<file path="src/rtl/dps_uart_pkg.sv">
// Shared types and constants for the dps_uart receive path.
package dps_uart_pkg;

    typedef enum logic [2:0] {
        IDLE,
        START,
        DATA,
        PARITY,
        STOP,
        WAIT_HIGH
    } rxState_e;

    localparam int OSR       = 16;
    localparam int DATA_BITS = 8;

    localparam logic [3:0] SAMP_A    = 4'd7;
    localparam logic [3:0] SAMP_B    = 4'd8;
    localparam logic [3:0] SAMP_C    = 4'd9;
    localparam logic [3:0] SAMP_LAST = 4'd15;
    localparam logic [2:0] LAST_BIT  = 3'(DATA_BITS - 1);

    function automatic logic majority3(input logic a, input logic b, input logic c);
        return (a & b) | (a & c) | (b & c);
    endfunction

endpackage

</file>
<file path="src/rtl/dps_uart_baud_tick.sv">
// Oversample tick generator: one-cycle tick every iDIV+1 clocks, restartable.
module dps_uart_baud_tick #(
    parameter int DIV_W = 16
) (
    input  logic             iCLOCK,
    input  logic             inRESET,
    input  logic [DIV_W-1:0] iDIV,
    input  logic             iRESTART,
    output logic             oTICK
);

    logic [DIV_W-1:0] divCnt;

    assign oTICK = (divCnt == iDIV);

    always_ff @(posedge iCLOCK or negedge inRESET) begin
        if (!inRESET) begin
            divCnt <= '0;
        end else if (iRESTART || oTICK) begin
            divCnt <= '0;
        end else begin
            divCnt <= divCnt + 1'b1;
        end
    end

endmodule

</file>
<file path="src/rtl/dps_uart_rx_os.sv">
// 16x-oversampling UART receiver, 8 data bits, majority vote at ticks 7/8/9.
// Define DPS_UART_RX_PARITY_EN to insert a parity bit between data and stop.
module dps_uart_rx_os #(
    parameter int OSR   = dps_uart_pkg::OSR,
    parameter int DIV_W = 16
) (
    input  logic             iCLOCK,
    input  logic             inRESET,
    input  logic [DIV_W-1:0] iBAUD_DIV,
    input  logic             iRX_EN,
    input  logic             iPARITY_ODD,
    input  logic             iUART_RXD,
    output logic             oRX_VALID,
    output logic [7:0]       oRX_DATA,
    output logic             oRX_FRAME_ERR,
    output logic             oRX_BREAK,
    output logic             oRX_PARITY_ERR,
    output logic             oRX_BUSY
);
    import dps_uart_pkg::*;

    logic                   rxdMeta, rxdS;
    logic                   tick, restart;
    rxState_e               state, stateNext;
    logic [$clog2(OSR)-1:0] sampCnt;
    logic [2:0]             bitCnt;
    logic [DATA_BITS-1:0]   shreg;
    logic                   smpA, smpB;
    logic                   bitVal, bitDecided, bitEnd;
    logic                   validQ, frameErrQ, breakQ;
    logic [7:0]             rxDataQ;

    // Synchroniser idles high so reset does not look like a start bit.
    always_ff @(posedge iCLOCK or negedge inRESET) begin
        if (!inRESET) begin
            rxdMeta <= 1'b1;
            rxdS    <= 1'b1;
        end else begin
            rxdMeta <= iUART_RXD;
            rxdS    <= rxdMeta;
        end
    end

    dps_uart_baud_tick #(.DIV_W(DIV_W)) uBaudTick (
        .iCLOCK   (iCLOCK),
        .inRESET  (inRESET),
        .iDIV     (iBAUD_DIV),
        .iRESTART (restart),
        .oTICK    (tick)
    );

    assign bitVal     = majority3(smpA, smpB, rxdS);
    assign bitDecided = tick && (sampCnt == SAMP_C);
    assign bitEnd     = tick && (sampCnt == SAMP_LAST);
    assign restart    = (state == IDLE) && (stateNext == START);

    always_ff @(posedge iCLOCK or negedge inRESET) begin
        if (!inRESET) begin
            state <= IDLE;
        end else begin
            state <= stateNext;
        end
    end

    always_comb begin
        stateNext = state;
        if (!iRX_EN) begin
            stateNext = IDLE;
        end else begin
            case (state)
                IDLE:      if (tick && !rxdS) stateNext = START;
                START: begin
                    // A high majority in the start bit is a glitch, not a frame.
                    if (bitDecided && bitVal) stateNext = IDLE;
                    else if (bitEnd)          stateNext = DATA;
                end
                DATA: begin
                    if (bitEnd && (bitCnt == LAST_BIT)) begin
`ifdef DPS_UART_RX_PARITY_EN
                        stateNext = PARITY;
`else
                        stateNext = STOP;
`endif
                    end
                end
                PARITY:    if (bitEnd) stateNext = STOP;
                STOP:      if (bitDecided) stateNext = bitVal ? IDLE : WAIT_HIGH;
                WAIT_HIGH: if (tick && rxdS) stateNext = IDLE;
                default:   stateNext = IDLE;
            endcase
        end
    end

`ifdef DPS_UART_RX_PARITY_EN
    logic parityBad, parityErrQ;
`else
    logic unusedParityOdd;
    assign unusedParityOdd = iPARITY_ODD;
`endif

    // Flags are single-cycle: cleared every clock, set only with the valid pulse.
    always_ff @(posedge iCLOCK or negedge inRESET) begin
        if (!inRESET) begin
            sampCnt    <= '0;
            bitCnt     <= '0;
            shreg      <= '0;
            smpA       <= 1'b1;
            smpB       <= 1'b1;
            validQ     <= 1'b0;
            frameErrQ  <= 1'b0;
            breakQ     <= 1'b0;
            rxDataQ    <= '0;
`ifdef DPS_UART_RX_PARITY_EN
            parityBad  <= 1'b0;
            parityErrQ <= 1'b0;
`endif
        end else begin
            validQ    <= 1'b0;
            frameErrQ <= 1'b0;
            breakQ    <= 1'b0;
`ifdef DPS_UART_RX_PARITY_EN
            parityErrQ <= 1'b0;
`endif
            if (state == IDLE || !iRX_EN) begin
                sampCnt <= '0;
                bitCnt  <= '0;
            end else if (tick) begin
                sampCnt <= sampCnt + 1'b1;
                if (sampCnt == SAMP_A) smpA <= rxdS;
                if (sampCnt == SAMP_B) smpB <= rxdS;
                if (state == DATA && bitDecided) shreg <= {bitVal, shreg[DATA_BITS-1:1]};
                if (state == DATA && bitEnd)     bitCnt <= bitCnt + 1'b1;
`ifdef DPS_UART_RX_PARITY_EN
                if (state == PARITY && bitDecided)
                    parityBad <= ((^shreg) ^ bitVal) != iPARITY_ODD;
`endif
                if (state == STOP && bitDecided) begin
                    rxDataQ   <= shreg;
                    validQ    <= 1'b1;
                    frameErrQ <= !bitVal;
                    breakQ    <= !bitVal && (shreg == '0);
`ifdef DPS_UART_RX_PARITY_EN
                    parityErrQ <= parityBad;
`endif
                end
            end
        end
    end

    assign oRX_VALID     = validQ;
    assign oRX_DATA      = rxDataQ;
    assign oRX_FRAME_ERR = frameErrQ;
    assign oRX_BREAK     = breakQ;
    assign oRX_BUSY      = (state != IDLE);
`ifdef DPS_UART_RX_PARITY_EN
    assign oRX_PARITY_ERR = parityErrQ;
`else
    assign oRX_PARITY_ERR = 1'b0;
`endif

endmodule

</file>
<file path="config.mk">
export PLATFORM = sky130hd
export DESIGN_NAME = dps_uart_rx_os
export DESIGN_NICKNAME = d
export VERILOG_FILES = /design/src/rtl/dps_uart_pkg.sv /design/src/rtl/dps_uart_baud_tick.sv /design/src/rtl/dps_uart_rx_os.sv
export SDC_FILE = /design/constraint.sdc
export NUM_CORES = 1
export LEC_CHECK = 0
export CAP_MARGIN = 20
export CELL_PAD_IN_SITES_DETAIL_PLACEMENT = 2
export CELL_PAD_IN_SITES_GLOBAL_PLACEMENT = 2
export CORE_ASPECT_RATIO = 1.4
export CORE_MARGIN = 3
export CORE_UTILIZATION = 39
export CTS_BUF_LIST = sky130_fd_sc_hd__clkbuf_16
export DETAILED_ROUTE_END_ITERATION = 8
export PLACE_DENSITY_LB_ADDON = 0.1
export SETUP_SLACK_MARGIN = 0.05
export SYNTH_ARGS = -nofsm -noshare
export SYNTH_HDL_FRONTEND = slang
export SYNTH_HIERARCHICAL = 1
export SYNTH_SLANG_ARGS = --single-unit
</file>
<file path="constraint.sdc">
create_clock -name iCLOCK -period 4.4 [get_ports iCLOCK]
set_input_delay 1.1 -clock iCLOCK [delete_from_list [all_inputs] [get_ports iCLOCK]]
set_output_delay 1.1 -clock iCLOCK [all_outputs]
set_load 0.01 [all_outputs]
</file>
==> results of run 1 <==
[worst max-delay path: stages]
cell and delay (ns):
clkdlybuf4s50_1 0.47, xnor2_1 0.13, nand4_1 0.23, nor4_2 0.62
nand4_1 0.41, o21bai_1 0.30, nor3b_1 0.21, o21a_1 0.14
[through the flow]
step | area [um2] | instances | hold slack, ns | worst slack [ns]
floorplan | 2594 | 229 | 0.3452 | 1.437
global placement | 2928 | 325 | 0.3471 | 0.6938
detailed placement | 2928 | 325 | 0.3473 | 0.6706
CTS | 3074 | 333 | 0.3570 | 0.9732
global route | 3074 | 333 | 0.3609 | 0.7235
finish | 3074 | 333 | 0.3563 | 1.015
[area by class of cell]
class | instances | area (um2)
timing repair buffer | 33 | 320.3
inverter | 6 | 22.52
clock buffer | 5 | 125.1
multi-input combinational | 165 | 1264
sequential | 49 | 1231
fill | 656 | 3264
clock inverter | 3 | 21.27
tap | 72 | 90.09
[power by group through the flow]
stage	clock network [W]	logic (W)	registers (W)
detailed placement	0	0.0000898	0.000512
global placement	0	0.0000878	0.000512
floorplan	0	0.0000676	0.000498
finish	0.000385	0.0000879	0.000503
CTS	0.000400	0.0000903	0.000503
global route	0.000417	0.000100	0.000508
[metal layers]
layer,part of all wire,vias to the layer above,track usage
met5,0,-,0
met4,0.015,0,0.05342
met3,0.023,6,0.02732
met2,0.53,21,0.2966
met1,0.43,913,0.2124
li1,-,857,-
[worst paths after layout]
check	from	to	slack, ns
worst max-delay path	iBAUD_DIV[2]	state[2]	1.02
worst min-delay path	rxdMeta	rxdS	0.36
worst max register to register	uBaudTick/divCnt[2]	state[2]	1.78
worst min register to register	rxdMeta	rxdS	0.36
max in group asynchronous	inRESET	uBaudTick/divCnt[5]	2.85
min in group asynchronous	inRESET	uBaudTick/divCnt[4]	0.76
[sequential cells by signal, indices dropped and copies added (netlist names)]
name and cells:
sampCnt 4, oRX_DATA 8, smpB 1, uBaudTick/divCnt 16
rxdS 1, bitCnt 3, smpA 1, oRX_FRAME_ERR 1
oRX_BREAK 1, rxdMeta 1, shreg 8, oRX_VALID 1
state 3
[cell usage in the layout, fill, tap and decap left out, types with 6 or more instances in the layout]
master	n
a21oi_1	6
clkdlybuf4s50_1	30
mux2_4	8
dfrtp_1	45
nand2_1	12
nor2_1	22
xor2_1	7
mux2_2	9
xnor2_1	22
nand4_1	9
nand3_1	8
inv_1	6
ha_1	6
[cells by family (layout without fill, tap and decap cells)]
group | Yosys count | count (layout) | synth area share
compound gates | 20 | 20 | 0.05789
xor+xnor | 30 | 30 | 0.1042
fa+ha+maj | 7 | 7 | 0.03280
buf+inv | 15 | 47 | 0.04052
flops | 49 | 49 | 0.4747
mux | 19 | 19 | 0.09359
other cells | 1 | 1 | 0.001446
simple gates | 88 | 88 | 0.1949
==> impl_metrics.yaml, run 1 <==
clock_network:
  max-clock-path-buffers: 2
  cts.sinks: 49
  clk_pin_slew_ns: 0.07
  clock-root-buffer: "clkbuf_16"
  clk_latency_ns: 0.29
  post_cts_buffers: 0
  htree_levels: 2
  cts_tree: "done"
  cts_resized: 0
  holdBufCountCts: 0
  numCtsBuffers: 5
synth:
  async_flop_share: 1.000
  yosys.cell_types.count: 57
  synthCells: 229
  yosys-top-cells-count: "45 x dfrtp_1, 22 x nor2_1, 22 x xnor2_1, 12 x nand2_1"
  ys.flop_type: "dfrtp_1"
  ys_warn_count: 6
  yosysTopAreaCellShare: 0.4342
  ys_seq_area_frac: 0.4747
  synth_area_mm2: 0.002594
  synth_top_cell_by_area: "dfrtp_1"
  ys_ff_latch: 49
  synth-edff-count: 0
  ys_top_cells_by_area: "dfrtp_1 43%, xnor2_1 7.4%, mux2_4 4.6%"
  syn_avg_cell_area_um2: 11.33
  post-synth-top-count-cell: "dfrtp_1"
  syn_nets: 256
sta:
  finalSetupTns_ns: 0
  fin_crit_ns: 3.385
  grt_setup_unrepaired: "no"
  worst_pin_slew_ns: 0.9281
  relSlewSlack: 0.3792
  period_share: 0.7693
  setup_viol: 0
  fmax_ghz: 0.2954
  slew_violations: 0
  finClkSkew_ns: 0.003302
  hold_viol_final: 0
floorplan:
  die_h_um: 102.5
  num_rows: 34
  design.core.area_mm2: 0.006339
  dieArea_mm2: 0.007679
  start_util: 0.4092
  io_pins: 34
  die_x_um: 74.93
routing:
  drc: 0
  route.final.wire_length_mm: 5.833
  via_count: 1797
  first_iter_violations: 58
  ant_nets: 0
  drt_first_pass_iters: 4
  post_drt_wl_per_cell_um: 17.52
  vias_per_cell: 5.396
placement:
  gp_congestion: 0.6921
  hpwlAfterDp_mm: 4.290
  io_buffers: 31
power:
  power.switching_w: 0.0002469
  power.internal_w: 0.0007297
  p_leak_nw: 1.302
  p_clk_frac: 0.395
  p_total_w: 0.0009766
  combPwrFrac: 0.090
  pwr_density_cell_mw_per_mm2: 317.7
  p_sw_frac: 0.2528
  ir_worst_vdd_mv: 0.2143
  power_frac_seq: 0.515
global_routing:
  grt_usage: 0.1703
  grt_pass1_wl_mm: 9.998
  antenna_found_initial: 0
  first_global_vias: 2041
  grt_start_max_net_pins: 33
  overflow: 0
run:
  maxCapViolations: 0
final_layout:
  diodes: 0
  nets: 287
  area_growth_pct: 18.52
  final_core_util: 0.4850
  drive_gt1_frac: 0.1762
setup_path:
  start_kind: "primary input"
  reg2reg_depth: 7
  required_ns: 4.63
  arrival_ns: 3.61
  endpoint_kind: "flop"
  cp_max_fo: 7
  critPathKind: "primary input to flop"
status:
  status: "finished clean"
min_path:
  min_path_cells: 0
  hp-class: "flop to flop"
(Power assumes the default switching activity.)
==> run 2: changes to the inputs <==
- CORE_UTILIZATION: 39 -> 33
- clock period: 4.4 -> 3.1 ns (I/O delays scaled with it)
==> impl_metrics.yaml, run 2 (same netlist as run 1, synthesis figures left out) <==
final_layout:
  drive_gt1_frac: 0.2096
  final_area_mm2: 0.003192
  nets: 298
  largest_reg_flops: 16
  stdcell_count: 369
  final_cell_mix: "45 x dfrtp_1, 30 x clkdlybuf4s50_1, 22 x nor2_1, 22 x xnor2_1, 13 x buf_4"
  area_growth_pct: 23.06
  final_common_cell: "dfrtp_1"
  diodes: 0
  top_register: "uBaudTick/divCnt"
clock_network:
  post_cts_buffers: 0
  htree_levels: 2
  clk_pin_slew_ns: 0.07
  cts_resized: 0
  max-clock-path-buffers: 2
  clock-root-buffer: "clkbuf_16"
  holdBufCountCts: 0
  numCtsBuffers: 5
  cts_tree: "done"
  cts.sinks: 49
  clk_latency_ns: 0.29
min_path:
  hp-class: "flop to flop"
  worstHoldStart: "rxdMeta"
floorplan:
  io_pins: 34
  die_x_um: 80.93
  die_h_um: 110.9
  start_util: 0.3458
  design.core.area_mm2: 0.007500
  dieArea_mm2: 0.008975
  num_rows: 37
routing:
  via_count: 1856
  route.final.wire_length_mm: 6.089
  drt_first_pass_iters: 4
  first_iter_violations: 49
  post_drt_wl_per_cell_um: 16.50
  drc: 0
  vias_per_cell: 5.030
  ant_nets: 0
global_routing:
  grt_start_max_net_pins: 21
  grt_pass1_wl_mm: 10.64
  overflow: 0
  grt_usage: 0.1499
  first_global_vias: 2169
  antenna_found_initial: 0
placement:
  hpwlAfterDp_mm: 4.568
  gp_congestion: 0.7325
  place_area_mm2: 0.003042
  dp.cells: 361
  io_buffers: 31
sta:
  fin_crit_ns: 2.799
  grt_setup_unrepaired: "no"
  finClkSkew_ns: 0.006508
  finalSetupTns_ns: 0
  hold_viol_final: 0
  period_share: 0.9029
  fmax_ghz: 0.3573
  slew_violations: 0
  setup_viol: 0
setup_path:
  cp_max_fo: 8
  critPathKind: "primary input to flop"
  required_ns: 3.28
  start_kind: "primary input"
  arrival_ns: 2.98
  r2r-start: "uBaudTick/divCnt[3]"
  endpoint_kind: "flop"
  crit_start: "iBAUD_DIV[3]"
power:
  p_leak_nw: 1.353
  pwr_density_cell_mw_per_mm2: 442.9
  ir_worst_vdd_mv: 0.2102
status:
  status: "finished clean"
run:
  maxCapViolations: 0
==> run 2: where the power goes <==
group | switching, W | internal (W) | total (W)
Combinational | 0.0000625 | 0.0000750 | 0.000137
Clock | 0.000254 | 0.000304 | 0.000557
Sequential | 0.0000522 | 0.000667 | 0.000719
==> run 2: worst paths after layout <==
check	to	slack, ns	cells past startpoint
worst max-delay path	shreg[2]	0.30	9
worst min-delay path	rxdS	0.36	0
worst max register to register	shreg[2]	0.71	8
worst min register to register	rxdS	0.36	0
max in group asynchronous	smpA	2.01	2
min in group asynchronous	uBaudTick/divCnt[14]	0.41	1
==> run 2: area by class of cell <==
type / count / area, um2
clock buffers: 5 / 125.1
clock inverters: 3 / 25.02
fillers: 784 / 4308
inverters: 6 / 22.52
multi-input cells: 165 / 1264
flip-flops and latches: 49 / 1231
well taps: 97 / 121.4
repair buffers: 44 / 402.9
==> run 2: critical path, cell delays in order <==
cell             delay, ns
clkdlybuf4s50_1       0.41
xnor2_1               0.23
nand4_2               0.18
nor4_2                0.32
buf_4                 0.20
nand2b_4              0.06
nor2_2                0.13
and4_4                0.35
mux2_4                0.32
==> run 2: per-layer routing <==
layer,track usage,share of wire
met5,0,0
met4,0.04397,0.0095
met2,0.2737,0.55
met1,0.1756,0.41
met3,0.02195,0.025
==> run 2: stage by stage <==
step / utilization / hold slack [ns] / setup WS (ns) / power, W
2_1_floorplan: - / 0.3452 / 0.4617 / 0.0008026
3_3_place_gp: 0.4056 / 0.3452 / 0.01971 / 0.0008605
3_5_place_dp: 0.4056 / 0.3473 / 0.001262 / 0.0008659
4_1_cts: 0.4256 / 0.3576 / 0.2694 / 0.001439
5_1_grt: 0.4256 / 0.3699 / 0.1464 / 0.001482
6_report: 0.4256 / 0.3573 / 0.3011 / 0.001414
